### src/rtl/cruce_ctrl.sv
// Two-way intersection sequencer: main road (P) / side road (S), pedestrian walk
// lamp across the main road, and a night blink mode while EN is low.
module cruce_ctrl #(
    parameter int unsigned PRESC = 4,
    parameter int unsigned T_VP  = 6,
    parameter int unsigned T_A   = 2,
    parameter int unsigned T_RR  = 1,
    parameter int unsigned T_VS  = 4,
    parameter int unsigned T_BL  = 1
) (
    input  logic       CLK,
    input  logic       RST,
    input  logic       EN,
    input  logic       S,
    input  logic       P,
    output logic       VP,
    output logic       AP,
    output logic       RP,
    output logic       VS,
    output logic       AS,
    output logic       RS,
    output logic       B,
    output logic       W,
    output logic [2:0] FASE
);

    typedef enum logic [2:0] {
        RV_P   = 3'd0,
        AM_P   = 3'd1,
        RR_1   = 3'd2,
        RV_S   = 3'd3,
        AM_S   = 3'd4,
        RR_2   = 3'd5,
        RR_INI = 3'd6,
        BLINK  = 3'd7
    } fase_e;

    localparam logic [15:0] PRESC_LAST = 16'(PRESC - 1);
    localparam logic [15:0] VP_LAST    = 16'(T_VP - 1);
    localparam logic [15:0] A_LAST     = 16'(T_A - 1);
    localparam logic [15:0] RR_LAST    = 16'(T_RR - 1);
    localparam logic [15:0] VS_LAST    = 16'(T_VS - 1);
    localparam logic [15:0] BL_LAST    = 16'(T_BL - 1);

    fase_e       state_q, state_d;
    logic [15:0] presc_q, presc_d;
    logic [15:0] timer_q, timer_d;
    logic        latch_q, latch_d;
    logic        b_q, b_d;
    logic        vp_q, vp_d, ap_q, ap_d, rp_q, rp_d;
    logic        vs_q, vs_d, as_q, as_d, rs_q, rs_d;
    logic        w_q, w_d;
    logic        tick_s, expire_s, entry_s;
    logic [15:0] last_s;

    // Next-state, timer, latch and lamp decode; lamps follow the next state so they are registered Moore outputs
    always_comb begin
        tick_s  = (presc_q == PRESC_LAST);
        presc_d = tick_s ? 16'd0 : presc_q + 16'd1;

        case (state_q)
            RV_P:        last_s = VP_LAST;
            AM_P, AM_S:  last_s = A_LAST;
            RV_S:        last_s = VS_LAST;
            BLINK:       last_s = BL_LAST;
            default:     last_s = RR_LAST;
        endcase
        expire_s = tick_s && (timer_q == last_s);

        state_d = state_q;
        if (!EN) begin
            state_d = BLINK;
        end else begin
            case (state_q)
                RV_P:    state_d = (expire_s && (S || latch_q)) ? AM_P : RV_P;
                AM_P:    state_d = expire_s ? RR_1 : AM_P;
                RR_1:    state_d = expire_s ? RV_S : RR_1;
                RV_S:    state_d = expire_s ? AM_S : RV_S;
                AM_S:    state_d = expire_s ? RR_2 : AM_S;
                RR_2:    state_d = expire_s ? RV_P : RR_2;
                RR_INI:  state_d = expire_s ? RV_P : RR_INI;
                BLINK:   state_d = RR_INI;
                default: state_d = RR_INI;
            endcase
        end
        entry_s = (state_d != state_q);

        // RV_P holds its timer at the last value so a late request leaves on the next tick
        if (entry_s) begin
            timer_d = 16'd0;
        end else if (!tick_s) begin
            timer_d = timer_q;
        end else if ((state_q == RV_P) && (timer_q == VP_LAST)) begin
            timer_d = timer_q;
        end else if ((state_q == BLINK) && (timer_q == BL_LAST)) begin
            timer_d = 16'd0;
        end else begin
            timer_d = timer_q + 16'd1;
        end

        if ((state_d != BLINK) || entry_s) begin
            b_d = 1'b0;
        end else if (expire_s) begin
            b_d = ~b_q;
        end else begin
            b_d = b_q;
        end

        if ((state_q == RV_S) || (state_q == BLINK)) begin
            latch_d = 1'b0;
        end else if (P) begin
            latch_d = 1'b1;
        end else begin
            latch_d = latch_q;
        end

        vp_d = 1'b0; ap_d = 1'b0; rp_d = 1'b1;
        vs_d = 1'b0; as_d = 1'b0; rs_d = 1'b1;
        w_d  = 1'b0;
        case (state_d)
            RV_P:    begin vp_d = 1'b1; rp_d = 1'b0; end
            AM_P:    begin ap_d = 1'b1; rp_d = 1'b0; end
            RV_S:    begin vs_d = 1'b1; rs_d = 1'b0; w_d = 1'b1; end
            AM_S:    begin as_d = 1'b1; rs_d = 1'b0; end
            BLINK:   begin rp_d = 1'b0; rs_d = 1'b0; ap_d = b_d; as_d = b_d; end
            default: begin rp_d = 1'b1; rs_d = 1'b1; end
        endcase
    end

    // State, counters and lamp registers with asynchronous reset to the all-red start-up phase
    always_ff @(posedge CLK or negedge RST) begin
        if (!RST) begin
            state_q <= RR_INI;
            presc_q <= 16'd0;
            timer_q <= 16'd0;
            latch_q <= 1'b0;
            b_q     <= 1'b0;
            vp_q    <= 1'b0;
            ap_q    <= 1'b0;
            rp_q    <= 1'b1;
            vs_q    <= 1'b0;
            as_q    <= 1'b0;
            rs_q    <= 1'b1;
            w_q     <= 1'b0;
        end else begin
            state_q <= state_d;
            presc_q <= presc_d;
            timer_q <= timer_d;
            latch_q <= latch_d;
            b_q     <= b_d;
            vp_q    <= vp_d;
            ap_q    <= ap_d;
            rp_q    <= rp_d;
            vs_q    <= vs_d;
            as_q    <= as_d;
            rs_q    <= rs_d;
            w_q     <= w_d;
        end
    end

    assign VP   = vp_q;
    assign AP   = ap_q;
    assign RP   = rp_q;
    assign VS   = vs_q;
    assign AS   = as_q;
    assign RS   = rs_q;
    assign B    = b_q;
    assign W    = w_q;
    assign FASE = state_q;

endmodule

### config.mk
export PLATFORM = sky130hd
export DESIGN_NAME = cruce_ctrl
export DESIGN_NICKNAME = d
export VERILOG_FILES = /design/src/rtl/cruce_ctrl.sv
export SDC_FILE = /design/constraint.sdc
export NUM_CORES = 1
export LEC_CHECK = 0
export CAP_MARGIN = 0
export CORE_ASPECT_RATIO = 0.8
export CORE_UTILIZATION = 30
export CTS_BUF_LIST = sky130_fd_sc_hd__clkbuf_16
export DETAILED_ROUTE_END_ITERATION = 10
export GPL_ROUTABILITY_DRIVEN = 1
export SLEW_MARGIN = 25
export SYNTH_ARGS = -nofsm -noshare
export SYNTH_HDL_FRONTEND = slang
export SYNTH_SLANG_ARGS = --single-unit
### constraint.sdc
create_clock -name CLK -period 3.69 [get_ports CLK]
set_input_delay 0.5535 -clock CLK [delete_from_list [all_inputs] [get_ports CLK]]
set_output_delay 0.5535 -clock CLK [all_outputs]
set_load 0.005 [all_outputs]
==> results of run 1 <==
-- logic make-up after synthesis --
family                   count (synthesis)  share of synthesized area
AO/OA/AOI/OAI                           51                      0.150
XOR/XNOR                                18                     0.0639
adder cells (fa/ha/maj)                  4                     0.0203
buffers and inverters                   18                     0.0421
flip-flops                              43                      0.438
multiplexers                             4                     0.0162
AND/OR/NAND/NOR                        119                      0.269
-- layout by cell type, fill, tap and decap left out, drive strengths merged, types with 9 or more instances in the layout --
cell / count
dfrtp: 39
nor2: 33
nand2: 19
a21oi: 18
o21ai: 15
clkdlybuf4s50: 14
xnor2: 13
nand3: 13
and3: 12
nor3: 9
-- final timing paths --
check / endpoint / start / depth (start not counted) / slack (ns)
max: timer_q[6] / presc_q[0] / 7 / 1.07
min: timer_q[7] / RST / 1 / 0.26
max reg2reg: timer_q[6] / presc_q[0] / 7 / 1.07
min reg2reg: presc_q[0] / presc_q[0] / 1 / 0.48
max in group asynchronous: RP / RST / 1 / 3.05
min in group CLK: presc_q[0] / presc_q[0] / 1 / 0.48
-- Yosys cell counts, drive strengths merged, types with 4 or more instances --
cell type	number	area, sq um
dfstp	4	105
inv	6	22.5
o21ai	15	90.1
nand3b	7	52.6
buf	8	66.3
xor2	5	43.8
clkbuf	4	15.0
nand3	13	65.1
nor2	33	126
xnor2	13	114
and4	5	43.8
nand2	19	73.8
ha	4	50.1
dfrtp	39	976
nor4	6	65.1
a21oi	18	90.1
and3	12	80.1
nor3	9	45.0
mux2i	4	40.0
-- worst reg2reg max path, delay by kind of cell, from the launching register on --
| kind | cells | cell delay, ns |
|---|---|---|
| flops | 1 | 0.38 |
| simple gates | 3 | 1.21 |
| fa+ha+maj | 1 | 0.24 |
| compound gates | 3 | 0.70 |
-- metrics by stage --
step	util	area [sq um]	instances	setup WS [ns]	hold slack (ns)
5_1_grt	0.356	2830	378	0.852	0.306
4_1_cts	0.355	2820	378	1.08	0.471
2_1_floorplan	-	2470	257	1.76	0.258
6_report	0.356	2830	378	1.07	0.260
3_5_place_dp	0.337	2680	370	1.12	0.472
3_3_place_gp	0.337	2680	370	1.28	0.468
-- per-layer routing --
metal | vias up | part of all wire | wire length (microns)
met1 | 931 | 0.55 | 2850
met2 | 27 | 0.41 | 2160
li1 | 951 | - | -
met4 | 0 | 0.0069 | 36
met3 | 4 | 0.031 | 162
met5 | - | 0 | 0
-- power breakdown --
group          internal [W]  switching [W]
logic             0.0000424      0.0000584
clock network      0.000248       0.000182
registers          0.000482      0.0000148
-- cell type report --
type / instances / area, sq um / area share
Sequential cell: 43 / 1080 / 0.383
Inverter: 6 / 22.5 / 0.00797
Tap cell: 108 / 135 / 0.0478
Timing Repair Buffer: 17 / 163 / 0.0576
Clock inverter: 3 / 17.5 / 0.00620
Multi-Input combinational cell: 196 / 1280 / 0.453
Clock buffer: 5 / 125 / 0.0443
==> impl_metrics.json, run 1 <==
{
  "fin_total_pwr_w": 0.00103,
  "cts_buffers": 5,
  "synth-async-reset-ratio": 1.00,
  "timing.final.crit_share": 0.710,
  "drcViolationCount": 0,
  "n_fill_cell": 790,
  "finalHoldViolCount": 0,
  "h-tree-depth": 2,
  "syn_area_per_cell_sq_um": 9.60,
  "area_delta_synth_final_pct": 14.6,
  "dp_hpwl_microns": 3500,
  "dr.pass1.iters": 6,
  "antenna_cells": 0,
  "postCtsHoldBufs": 0,
  "slew-limit-headroom": 0.503,
  "synth_edf_count": 0,
  "antenna_found_initial": 0,
  "cts_max_path_buffers": 2,
  "syn-cell-area_sq_um": 2470,
  "slowest_delay_ns": 0.50,
  "grt_pass1_vias": 1844,
  "clkLatencyLatePin_ns": 0.29,
  "grt_pass1_wl_microns": 9140,
  "cp_max_fo": 19,
  "grt_setup_unrepaired": "no",
  "worstMarginPinSlew_ns": 0.745,
  "cap_violations": 0,
  "setup_tns_ns": 0,
  "dr_total_vias": 1913,
  "grt-ovfl-total": 0,
  "crit_type": "reg -> reg",
  "drive_gt1_frac": 0.107,
  "worstPathCellList": "ha_1, nor4b_2, and4_1, o21ai_2, nor2_2, a21oi_1, a211oi_1",
  "postCtsSetupBuffers": 0,
  "setup_viol": 0,
  "critPathLaunchType": "flip-flop",
  "use_met1": 0.207,
  "required_ns": 3.88,
  "p_per_area_nw_per_um2": 364,
  "critPathBufInv": 0,
  "use_met2": 0.188,
  "die_w_microns": 103,
  "ys_seq_area_frac": 0.438,
  "crit_path_end_kind": "flip-flop",
  "synthCells": 257,
  "hold_path_class": "in -> async",
  "io_buffers": 15,
  "core_area_sq_um": 7950,
  "grt.met3_usage": 0.0320,
  "wl_per_cell_microns": 13.8,
  "die_area_sq_um": 8590,
  "synth_nets": 266,
  "grt_usage": 0.136,
  "leakage_nw": 1.15,
  "drtIter0Drc": 101,
  "ys_ff_latch": 43,
  "nets": 278,
  "yosys_most_used_dff": "dfrtp_1",
  "period_minus_slack_ns": 2.62,
  "clock.fmax_ghz": 0.382,
  "cts_root_buf": "clkbuf_16",
  "cp.arrival_ns": 2.81,
  "finalClockSkew_ns": 0.00442,
  "final_antenna_net_count": 0,
  "cts_resized": 0,
  "critical_path.top_delay_family": "simple AND/OR/NAND/NOR gates",
  "gp_congestion": 0.807,
  "cts_tree": "yes",
  "grt_max_degree": 44,
  "status": "finished, final reports clean",
  "wirelength_microns": 5200,
  "slowest_stage": "and4_1",
  "vdd_drop_max_mv": 0.164,
  "core.rowCount": 29,
  "yosys_warnings": 0,
  "cts.sinks": 43,
  "ios": 16,
  "synth_cell_types": 52,
  "grt-busiest-layer": "met1",
  "die_h_microns": 83.1,
  "final-max-slew-violation-count": 0,
  "clk_pin_slew_ns": 0.06,
  "vias_per_cell": 5.06,
  "start_util": 0.310
}
(Power assumes the default switching activity.)
==> inputs of run 2 (changes only) <==
clock period = 2.38 ns   (was 3.69 ns; I/O delays follow)
==> run 2 against run 1 <==
  * Clock power rose by 80%
  * Non-clock buffer count grew 7
  * Via count rose by 1.4%
  * Power rose by 67%
  * Sequential power rose by 54%
  * Sequential cell count unchanged
  * Combinational power grew 74%
  * Sequential share of layout area decreased by 1.2 points
  * Setup slack got worse by 0.94 ns
  * Largest cell class unchanged
==> impl_metrics.json, run 2 (synthesis results as in run 1) <==
{
  "antenna_found_initial": 0,
  "dp.cells": 377,
  "cts_tree": "yes",
  "antenna_cells": 0,
  "drcViolationCount": 0,
  "h-tree-depth": 2,
  "drtIter0Drc": 117,
  "cts_max_path_buffers": 2,
  "setup_tns_ns": 0,
  "core.rowCount": 29,
  "critPathLaunchType": "flip-flop",
  "dr_total_vias": 1940,
  "finalHoldViolCount": 0,
  "die_h_microns": 83.1,
  "worstPathCellList": "nand3b_1, nor2_1, or3_1, and2_4, xnor2_1, o32ai_2",
  "dr.pass1.iters": 4,
  "final-instance-count-excl-fill": 385,
  "hold_path_class": "in -> async",
  "slew-limit-headroom": 0.676,
  "drive_gt1_frac": 0.134,
  "wirelength_microns": 5220,
  "slowest_delay_ns": 0.69,
  "required_ns": 2.54,
  "cp.arrival_ns": 2.41,
  "nets": 285,
  "crit_type": "reg -> reg",
  "critPathBufInv": 0,
  "mostFrequentLayoutCell": "dfrtp_1",
  "gp_congestion": 0.793,
  "postCtsSetupBuffers": 0,
  "grt_pass1_vias": 1878,
  "critical_path.top_delay_family": "simple AND/OR/NAND/NOR gates",
  "period_minus_slack_ns": 2.25,
  "core_area_sq_um": 7950,
  "final-max-slew-violation-count": 0,
  "post-place-ws_ns": 0.129,
  "p_per_area_nw_per_um2": 588,
  "cp_max_fo": 14,
  "vdd_drop_max_mv": 0.446,
  "dp_hpwl_microns": 3760,
  "io_buffers": 15,
  "clock.fmax_ghz": 0.445,
  "leakage_nw": 1.19,
  "cts_buffers": 5,
  "slowest_stage": "dfstp_2",
  "worstMarginPinSlew_ns": 0.482,
  "cap_violations": 0,
  "grt_max_degree": 21,
  "holdWs_ns": 0.0179,
  "grt-ovfl-total": 0,
  "die_area_sq_um": 8590,
  "grt_usage": 0.135,
  "status": "finished, final reports clean",
  "vias_per_cell": 5.04,
  "grt_setup_unrepaired": "no",
  "clk_pin_slew_ns": 0.06,
  "cts_resized": 0,
  "ios": 16,
  "wl_per_cell_microns": 13.6,
  "clkLatencyLatePin_ns": 0.29,
  "timing.final.crit_share": 0.945,
  "timing.final.ws_setup_ns": 0.131,
  "grt_pass1_wl_microns": 9220,
  "start_util": 0.310,
  "finalClockSkew_ns": 0.00563,
  "cts_root_buf": "clkbuf_16",
  "setup_viol": 0,
  "cts.sinks": 43,
  "layout_common_cells": "dfrtp_1 (39), nor2_1 (32), nand2_1 (18), a21oi_1 (18), clkdlybuf4s50_1 (14)",
  "die_w_microns": 103,
  "final_antenna_net_count": 0,
  "n_fill_cell": 802,
  "crit_path_end_kind": "flip-flop",
  "fin_total_pwr_w": 0.00172,
  "postCtsHoldBufs": 0,
  "area_delta_synth_final_pct": 18.3
}
-- run 2: through the flow --
| step | utilization | area (sq um) |
|---|---|---|
| after global routing | 0.367 | 2920 |
| after global placement | 0.344 | 2730 |
| after detailed placement | 0.344 | 2730 |
| final | 0.367 | 2920 |
| after CTS | 0.365 | 2900 |
| after floorplan | - | 2470 |
-- run 2: metal layers --
metal	share of wire	vias up	GRT usage
met5	0	-	0
met4	0.012	0	0.0384
met3	0.037	7	0.0286
met2	0.40	29	0.182
met1	0.55	935	0.214
li1	-	969	-
-- run 2: path summary, 6_finish.rpt --
check	start	to	slack, ns	depth (start not counted)
setup reg to reg	FASE[2]	AS	0.13	6
min in group CLK	presc_q[0]	presc_q[0]	0.48	1
max in group asynchronous	RST	RP	1.75	2
setup / recovery	FASE[2]	AS	0.13	6
hold / removal	RST	timer_q[1]	0.02	1
hold reg to reg	presc_q[0]	presc_q[0]	0.48	1
-- run 2: worst reg2reg max path: stages, from the launching register on --
cell and delay [ns]:
dfstp_2 0.69, nand3b_1 0.20, nor2_1 0.06, or3_1 0.51
and2_4 0.24, xnor2_1 0.29, o32ai_2 0.12
-- run 2: layout make-up --
type	instances	area (sq um)	share of cell area
Sequential cell	43	1080	0.371
Clock inverter	3	41.3	0.0142
Tap cell	108	135	0.0463
Inverter	6	22.5	0.00772
Multi-Input combinational cell	196	1300	0.445
Timing Repair Buffer	24	213	0.0729
Clock buffer	5	125	0.0429
-- run 2: where the power goes --
part | internal, W | switching, W | leakage [nW]
logic | 0.0000756 | 0.000100 | 0.529
registers | 0.000747 | 0.0000174 | 0.577
clock network | 0.000491 | 0.000284 | 0.0812
